<file path="src/rtl/piso_register.sv">
// Parallel-in serial-out shifter, LSB first; bit k appears k+1 cycles after the accepting edge.
// load_ready is high when idle or while the last bit is out, so a held load_valid streams gap-free.
module piso_register #(
    parameter int   WIDTH      = 4,
    parameter logic IDLE_LEVEL = 1'b0
) (
    input  logic             clk,
    input  logic             rst,
    input  logic             load_valid,
    input  logic [WIDTH-1:0] load_data,
    output logic             load_ready,
    output logic             out,
    output logic             out_valid,
    output logic             done
);
    localparam int            CW     = $clog2(WIDTH);
    localparam logic [CW-1:0] LAST   = CW'(WIDTH - 1);
    localparam logic [CW-1:0] PENULT = CW'(WIDTH - 2);

    typedef enum logic {IDLE, SHIFT} state_t;

    state_t           state;
    logic [CW-1:0]    cnt;
    logic [WIDTH-1:0] sh;
    logic             last_bit;
    logic             accept;

    // cnt tracks which bit index is currently on out
    assign last_bit   = (state == SHIFT) && (cnt == LAST);
    assign load_ready = (state == IDLE) || last_bit;
    assign accept     = load_valid && load_ready;

    always_ff @(posedge clk or negedge rst) begin
        if (!rst) begin
            state     <= IDLE;
            cnt       <= '0;
            sh        <= '0;
            out       <= IDLE_LEVEL;
            out_valid <= 1'b0;
            done      <= 1'b0;
        end else if (accept) begin
            state     <= SHIFT;
            cnt       <= '0;
            sh        <= load_data >> 1;
            out       <= load_data[0];
            out_valid <= 1'b1;
            done      <= 1'b0;
        end else if (state == SHIFT) begin
            if (last_bit) begin
                state     <= IDLE;
                cnt       <= '0;
                out       <= IDLE_LEVEL;
                out_valid <= 1'b0;
                done      <= 1'b0;
            end else begin
                cnt  <= cnt + CW'(1);
                sh   <= sh >> 1;
                out  <= sh[0];
                done <= (cnt == PENULT);
            end
        end else begin
            done <= 1'b0;
        end
    end
endmodule

</file>
<file path="config.mk">
export PLATFORM = sky130hd
export DESIGN_NAME = piso_register
export DESIGN_NICKNAME = d
export VERILOG_FILES = /design/src/rtl/piso_register.sv
export SDC_FILE = /design/constraint.sdc
export NUM_CORES = 1
export LEC_CHECK = 0
export ABC_AREA = 1
export CAP_MARGIN = 20
export CELL_PAD_IN_SITES_DETAIL_PLACEMENT = 1
export CELL_PAD_IN_SITES_GLOBAL_PLACEMENT = 1
export CORE_AREA = 10 10 47 49
export DETAILED_ROUTE_END_ITERATION = 16
export DIE_AREA = 0 0 57 59
export PLACE_DENSITY_LB_ADDON = 0.3
export SETUP_SLACK_MARGIN = 0.02
export SLEW_MARGIN = 10
export SYNTH_ARGS = -nofsm -noshare
export SYNTH_HDL_FRONTEND = slang
export SYNTH_SLANG_ARGS = --single-unit
</file>
<file path="constraint.sdc">
create_clock -name clk -period 1.98 [get_ports clk]
set_input_delay 0.396 -clock clk [delete_from_list [all_inputs] [get_ports clk]]
set_output_delay 0.396 -clock clk [all_outputs]
set_load 0.01 [all_outputs]
</file>
# After elaboration in Yosys (flattened, before gate mapping)
# Index checks and enable logic that the tools add are counted.
totals:
  ff_bits: 10
  output_inout_bits: 4
  elab_cells: 36
classes:
  n_addsub: 1
  eq_ne: 3
  n_mux: 18
  bitwise: 1
  reduce_logical: 7
op_table:
  columns: ["cell", "count"]
  rows:
  - ["$mux W1", 12]
  - ["$mux W4", 3]
  - ["$mux W2", 3]
  - ["$eq A2 B2 Y1 const B", 2]
  - ["$reduce_and A2 Y1", 2]
  - ["$reduce_bool A2 Y1", 2]
  - ["$add A2 B1 Y2 const B", 1]
  - ["$logic_and A1 B1 Y1", 2]
  - ["$ne A2 B1 Y1 const B", 1]
  - ["$logic_or A1 B1 Y1", 1]
  - ["$not A1 Y1", 1]

# Depth between registers and ports, before layout
# Gate-level depths: netlist of run 1.
logic_depth:
  ltp_word: 6
  ltp_mapped: 6

# Worst setup path after synthesis of run 1
# Ideal clock, no wire load.
synth_path:
  path_type: "register -> output"
  from: "reg cnt[0]"
  to: "out load_ready"
  arrival_ps: 804
  setup_slack_ps: 780
  stages_incl_launch_ff: 4
  path_cell_list: "dfrtp_1 -> ha_1 -> inv_1 -> nand2_1"
synth_between:
  elab_chain_len: 3
synth_rtl:
  columns: ["element", "line", "rtl"]
  rows:
  - ["from (decl)", "23", "logic [CW-1:0] cnt;"]
  - ["from (signal assigned)", "56", "cnt <= cnt + CW'(1);"]
  - ["$eq A2 B2 Y1", "29", "assign last_bit = (state == SHIFT) && (cnt == LAST);"]
  - ["$logic_and A1 B1 Y1", "29", null]
  - ["$logic_or A1 B1 Y1", "30", "assign load_ready = (state == IDLE) || last_bit;"]
  - ["to (decl)", "11", "output logic load_ready,"]
# Every way passes these cells.

# Final worst setup path of run 1
# Ends and elaborated chain as after synthesis.

==> summary.txt, run 1 <==
Yosys
  – Mapped Nets: 59
  – Ranking of synthesized cells by area: dfrtp_1 (54%), nand2_1 (15%), ha_1 (6.0%), inv_1 (5.4%), nand3_1 (4.8%)
  – Cell count after synthesis: 50
  – Top-area cell type share of the netlist area: 0.539
  – Synth unique cells: 11
  – Syn Area/Cell: around 8.4 um2
  – Number of synthesized register bits: 9
  – Register area share after synthesis: 0.539
  – Yosys top cell by area: dfrtp_1
  – Yosys warns: 0
  – Mapped cell area: 418 um2

Pwr
  – Leakage: approximately 0.28 nW
  – Peak VDD IR: around 0.43 mV
  – Final Power: 0.797 mW
  – Power density over the cells: around 1400 nW/um2

Cells and area
  – Area growth, synth to finish: 35.3%
  – Layout cell share with drive strength beyond 1: 0.141
  – Final nets: between 70 and 80
  – Multi-input logic area: around 170 um2
  – Ant. Diodes: 0
  – Fill cell count: 172
  – FF/Latch Area: 225 um2
  – Fin area: approximately 570 um2

Routing
  – Remaining DRCs: 0
  – Drt pass-1 iters: 4
  – Vias: roughly 360
  – Initial drt markers: 2
  – DR WL/cell: about 12 um
  – WL final: about 940 um
  – Via-per-instance ratio: ~4.5
  – Post-route ant nets: 0

Clocking
  – CTS tree: built
  – Clk Latency, worst-skew pair: about 0.26 ns
  – # H-tree levels: 1
  – # resized after CTS: 2
  – CTS Buffer Depth: 2
  – Sink Count: 9
  – Hold bufs inserted after CTS: 0
  – Num CTS Buffers: 3
  – Root buffer cell: clkbuf_4
  – Reg clk slew, reported paths: 0.06 ns
  – # Post-CTS Setup Buffers: 0

Setup path
  – Worst r2r path cells: 6
  – Max Fanout on Critical Path: 4
  – CP peak stage delay: around 0.4 ns
  – Reg-to-Reg Start: cnt[0]
  – Reg2Reg Setup Slack: ~0.86 ns
  – Data arrival, critical path: about 1.3 ns
  – Worst r2r dst: cnt[1]
  – Worst path slowest cell: dfrtp_1
  – Worst Path Required: 1.58 ns
  – Type of origin of the critical path: register
  – Setup CP Type: register to output pin
  – Cell Chain, Critical Path: ha_2, inv_1, nand2_1, dlygate4sd2_1
  – Setup crit end kind: output pin

Floorplan
  – Die Wd: roughly 57 um
  – Die height: 59 um
  – DIE AREA: ~3400 um2
  – # rows: 14
  – Core area: about 1400 um2
  – Initial Utilization: 0.298
  – IO Pins: 11

STA
  – Measured slew at the worst slew-check pin: about 0.42 ns
  – RSZ-0062 raised after global routing: no
  – Setup violations, final: 0
  – Fin. Hold Viols: 0
  – Max Slew Vio Count: 0
  – Worst-case clock skew: between 0.0009 and 0.001 ns
  – Fin crit share: 0.878
  – Minimum clock period: about 1.7 ns
  – TNS Setup: 0 ns
  – Worst rel slew slack: 0.716
  – Fmax: 0.575 GHz

GRT
  – Total GRT Usage: 0.0619
  – GRT Residual Overflow: 0
  – First-pass GRT wire length: 1620 um
  – Initial antenna violation count: 0
  – Vias in the first global route: just under 400
  – Largest net degree at the start of global routing: 10

Hold path
  – Hold Path Class: primary input to async pin

Placement
  – Port Buffer Count: 10
  – DP Wirelength: 748 um
  – GP Congestion: approximately 0.73
  – Placed inst area: ~540 um2

Flow run
  – Number of max-cap violations: 0

Status
  – Status: complete, no violations
[layer usage]
| metal | track usage | share of wire | up-vias |
|---|---|---|---|
| li1 | - | - | 181 |
| met3 | 0.0365 | 0.14 | 4 |
| met1 | 0.0645 | 0.42 | 160 |
| met5 | 0 | 0 | - |
| met2 | 0.0884 | 0.41 | 13 |
| met4 | 0.0503 | 0.023 | 0 |
[critical path, delay by kind of cell, from the launching register on]
| kind | cells | cell delay (ns) |
|---|---|---|
| simple gates | 1 | 0.08 |
| buf+inv | 2 | 0.38 |
| flops | 1 | 0.40 |
| fa+ha+maj | 1 | 0.22 |
[layout make-up]
type                    instances  share of cell area
well taps                      16              0.0354
repair buffers                 10               0.175
flip-flops and latches          9               0.398
multi-input cells              33               0.292
clock buffers                   4              0.0465
inverters                       8              0.0531
[kinds of logic (layout without fill, tap and decap cells)]
logic type / after synthesis / in the layout / synth area share
AOI/OAI and AO/OA: 3 / 3 / 0.0359
adders and majority gates: 2 / 2 / 0.0599
buffers and inverters: 8 / 22 / 0.0719
DFF: 9 / 9 / 0.539
and+or+nand+nor: 28 / 28 / 0.293
[worst max path at each step]
stage | start | to | slack, ns
2_1_floorplan | cnt[0] | load_ready | 0.78
5_1_grt | cnt[0] | load_ready | 0.15
4_1_cts | cnt[0] | load_ready | 0.22
3_5_place_dp | cnt[0] | load_ready | 0.26
6_report | cnt[0] | load_ready | 0.24
3_3_place_gp | cnt[0] | load_ready | 0.29
[power breakdown]
| part | internal [mW] | total [mW] | switching, mW |
|---|---|---|---|
| logic | 0.159 | 0.341 | 0.182 |
| registers | 0.262 | 0.312 | 0.0493 |
| clock network | 0.0778 | 0.144 | 0.0661 |
| total | 0.499 | 0.797 | 0.298 |
[flip-flops by register name, indices dropped and copies added (netlist names)]
signal,count
cnt,2
done,1
out,1
out_valid,1
sh,3
state,1
[metrics by stage]
stage	instances	hold slack, ns	util	setup WS, ns
global placement	76	0.458	0.384	0.288
detailed placement	76	0.463	0.384	0.258
finish	80	0.434	0.404	0.241
global route	80	0.462	0.404	0.146
floorplan	50	0.100	-	0.780
CTS	80	0.441	0.404	0.219
[cell usage after synthesis, drive strengths merged]
cell / number
nand2: 17
dfrtp: 9
inv: 8
nor2: 7
nand3: 4
ha: 2
o21ai: 2
a21oi: 1
[cell usage in the layout, fill, tap and decap left out]
master           count
inv_2                2
o21ai_0              2
clkbuf_4             3
clkbuf_1             1
ha_1                 1
nor2_2               2
nand3_1              4
a21oi_1              1
clkdlybuf4s50_1      9
ha_2                 1
dlygate4sd2_1        1
nor2_4               1
nor2_1               4
nand2_1             17
inv_1                6
dfrtp_1              9
(Power assumes the default switching activity.)
==> run 2: changes to the inputs <==
--- a/config.mk
+++ b/config.mk
@@ -9,9 +9,10 @@
 export CAP_MARGIN = 20
 export CELL_PAD_IN_SITES_DETAIL_PLACEMENT = 1
 export CELL_PAD_IN_SITES_GLOBAL_PLACEMENT = 1
-export CORE_AREA = 10 10 47 49
+export CORE_AREA = 2 2 39 41
 export DETAILED_ROUTE_END_ITERATION = 16
-export DIE_AREA = 0 0 57 59
+export DIE_AREA = 0 0 41 43
+export GPL_TIMING_DRIVEN = 0
 export PLACE_DENSITY_LB_ADDON = 0.3
 export SETUP_SLACK_MARGIN = 0.02
 export SLEW_MARGIN = 10
==> run 2 against run 1 <==
- critical path depth did not move
- routed wire length fell by 9.5%
- largest power group unchanged
- highest routed layer unchanged
- total power fell by 0.15%
- largest cell class unchanged
- clock skew rose by 0.0045 ns
==> summary.txt, run 2 (same netlist as run 1, synthesis figures left out) <==
Pwr
  – Peak VDD IR: approximately 0.57 mV
  – Power density over the cells: 1410 nW/um2
  – Leakage: 0.281 nW
  – Final Power: ~0.8 mW

Clocking
  – Root buffer cell: clkbuf_4
  – Clk Latency, worst-skew pair: approximately 0.27 ns
  – # Post-CTS Setup Buffers: 0
  – Num CTS Buffers: 3
  – CTS Buffer Depth: 2
  – Reg clk slew, reported paths: roughly 0.06 ns
  – Hold bufs inserted after CTS: 0
  – Sink Count: 9
  – CTS tree: built
  – # H-tree levels: 1

Routing
  – WL final: 850 um
  – DR WL/cell: around 11 um
  – Post-route ant nets: 0
  – Vias: about 360
  – Remaining DRCs: 0
  – Drt pass-1 iters: 1
  – Via-per-instance ratio: 4.45
  – Initial drt markers: 0

STA
  – Minimum clock period: roughly 1.8 ns
  – RSZ-0062 raised after global routing: no
  – Max Slew Vio Count: 0
  – Worst-case clock skew: around 0.0054 ns
  – Setup violations, final: 0
  – TNS Setup: 0 ns
  – Fin. Hold Viols: 0
  – Hold_ws: 0.429 ns
  – Measured slew at the worst slew-check pin: about 0.43 ns
  – Worst rel slew slack: 0.714
  – Fmax: ~0.57 GHz
  – Fin crit share: 0.891

Cells and area
  – Max reg flops: 3
  – Largest registers: sh: 3 flops, cnt: 2 flops
  – Final core occ: 0.409
  – Fill cell count: ~180
  – Layout cell share with drive strength beyond 1: 0.141
  – Commonest cells after routing, fill and taps aside: nand2_1 (17), dfrtp_1 (9), clkdlybuf4s50_1 (9)
  – Commonest non-fill, non-tap cell in the layout: nand2_1
  – Final nets: between 70 and 80
  – Ant. Diodes: 0
  – Area growth, synth to finish: 35.3%
  – Most flops, register: sh

Placement
  – GP Congestion: 0.649
  – Port Buffer Count: 10
  – DP Wirelength: around 660 um

Setup path
  – Max Fanout on Critical Path: 4
  – Setup crit end kind: output pin
  – Data arrival, critical path: about 1.4 ns
  – Type of origin of the critical path: register
  – Setup CP Type: register to output pin
  – Worst r2r dst: cnt[1]
  – Worst r2r path cells: 6
  – Reg2Reg Setup Slack: about 0.84 ns
  – Reg-to-Reg Start: cnt[0]
  – Worst Path Required: around 1.6 ns

Floorplan
  – Core area: 1380 um2
  – IO Pins: 11
  – Initial Utilization: 0.302
  – Die height: between 40 and 50 um
  – DIE AREA: between 1500 and 2000 um2
  – Die Wd: between 40 and 50 um
  – # rows: 14

GRT
  – Initial antenna violation count: 0
  – GRT Residual Overflow: 0
  – First-pass GRT wire length: ~1400 um
  – Total GRT Usage: 0.126
  – Largest net degree at the start of global routing: 10
  – Vias in the first global route: between 300 and 400

Status
  – Status: complete, no violations

Hold path
  – Hold Path Class: primary input to async pin

Flow run
  – Number of max-cap violations: 0
[run 2: cell counts in the layout (fill, tap and decap cells not counted)]
No cell type changed its count.
[run 2: stage by stage]
step / cell area [um2] / worst slack (ns) / instances
after floorplan: 418 / 0.780 / 50
after global placement: 538 / 0.239 / 76
after detailed placement: 538 / 0.224 / 76
after CTS: 566 / 0.187 / 80
after global routing: 566 / 0.128 / 80
final: 566 / 0.215 / 80
[run 2: worst max-delay path: stages (launching register included)]
cell	delay [ns]
dfrtp_1	0.41
ha_2	0.22
inv_1	0.08
nand2_1	0.09
dlygate4sd2_1	0.29
[run 2: area by class of cell]
class	count	area, um2	area share
well taps	16	20.0	0.0354
flip-flops and latches	9	225	0.398
inverters	8	30.0	0.0531
clock buffers	4	26.3	0.0465
repair buffers	10	98.8	0.175
multi-input cells	33	165	0.292
[run 2: worst max-delay path by stage]
stage               startpoint          to  slack (ns)  cells past startpoint
floorplan               cnt[0]  load_ready        0.78                      3
global placement        cnt[0]  load_ready        0.24                      4
detailed placement      cnt[0]  load_ready        0.22                      4
CTS                     cnt[0]  load_ready        0.19                      4
global route            cnt[0]  load_ready        0.13                      4
finish                  cnt[0]  load_ready        0.22                      4
[run 2: where the power goes]
part | internal, mW | total (mW) | leakage (nW) | switching (mW)
clock network | 0.0779 | 0.147 | 0.0150 | 0.0688
logic | 0.158 | 0.336 | 0.154 | 0.178
registers | 0.262 | 0.313 | 0.111 | 0.0504
total | 0.499 | 0.796 | 0.281 | 0.297
[run 2: metal layers]
metal	routed length, um	part of all wire	vias up	global-route usage
met1	385	0.45	158	0.150
met5	0	0	-	0
li1	-	-	181	-
met3	61	0.072	4	0.0471
met2	371	0.44	13	0.163
met4	31	0.036	0	0.120
[run 2: what timing repair did]
action                                  4_1_cts  5_1_grt
endpoints found under the setup margin        1        0
gates resized for setup                       2        0
endpoints found under the hold margin         0        0
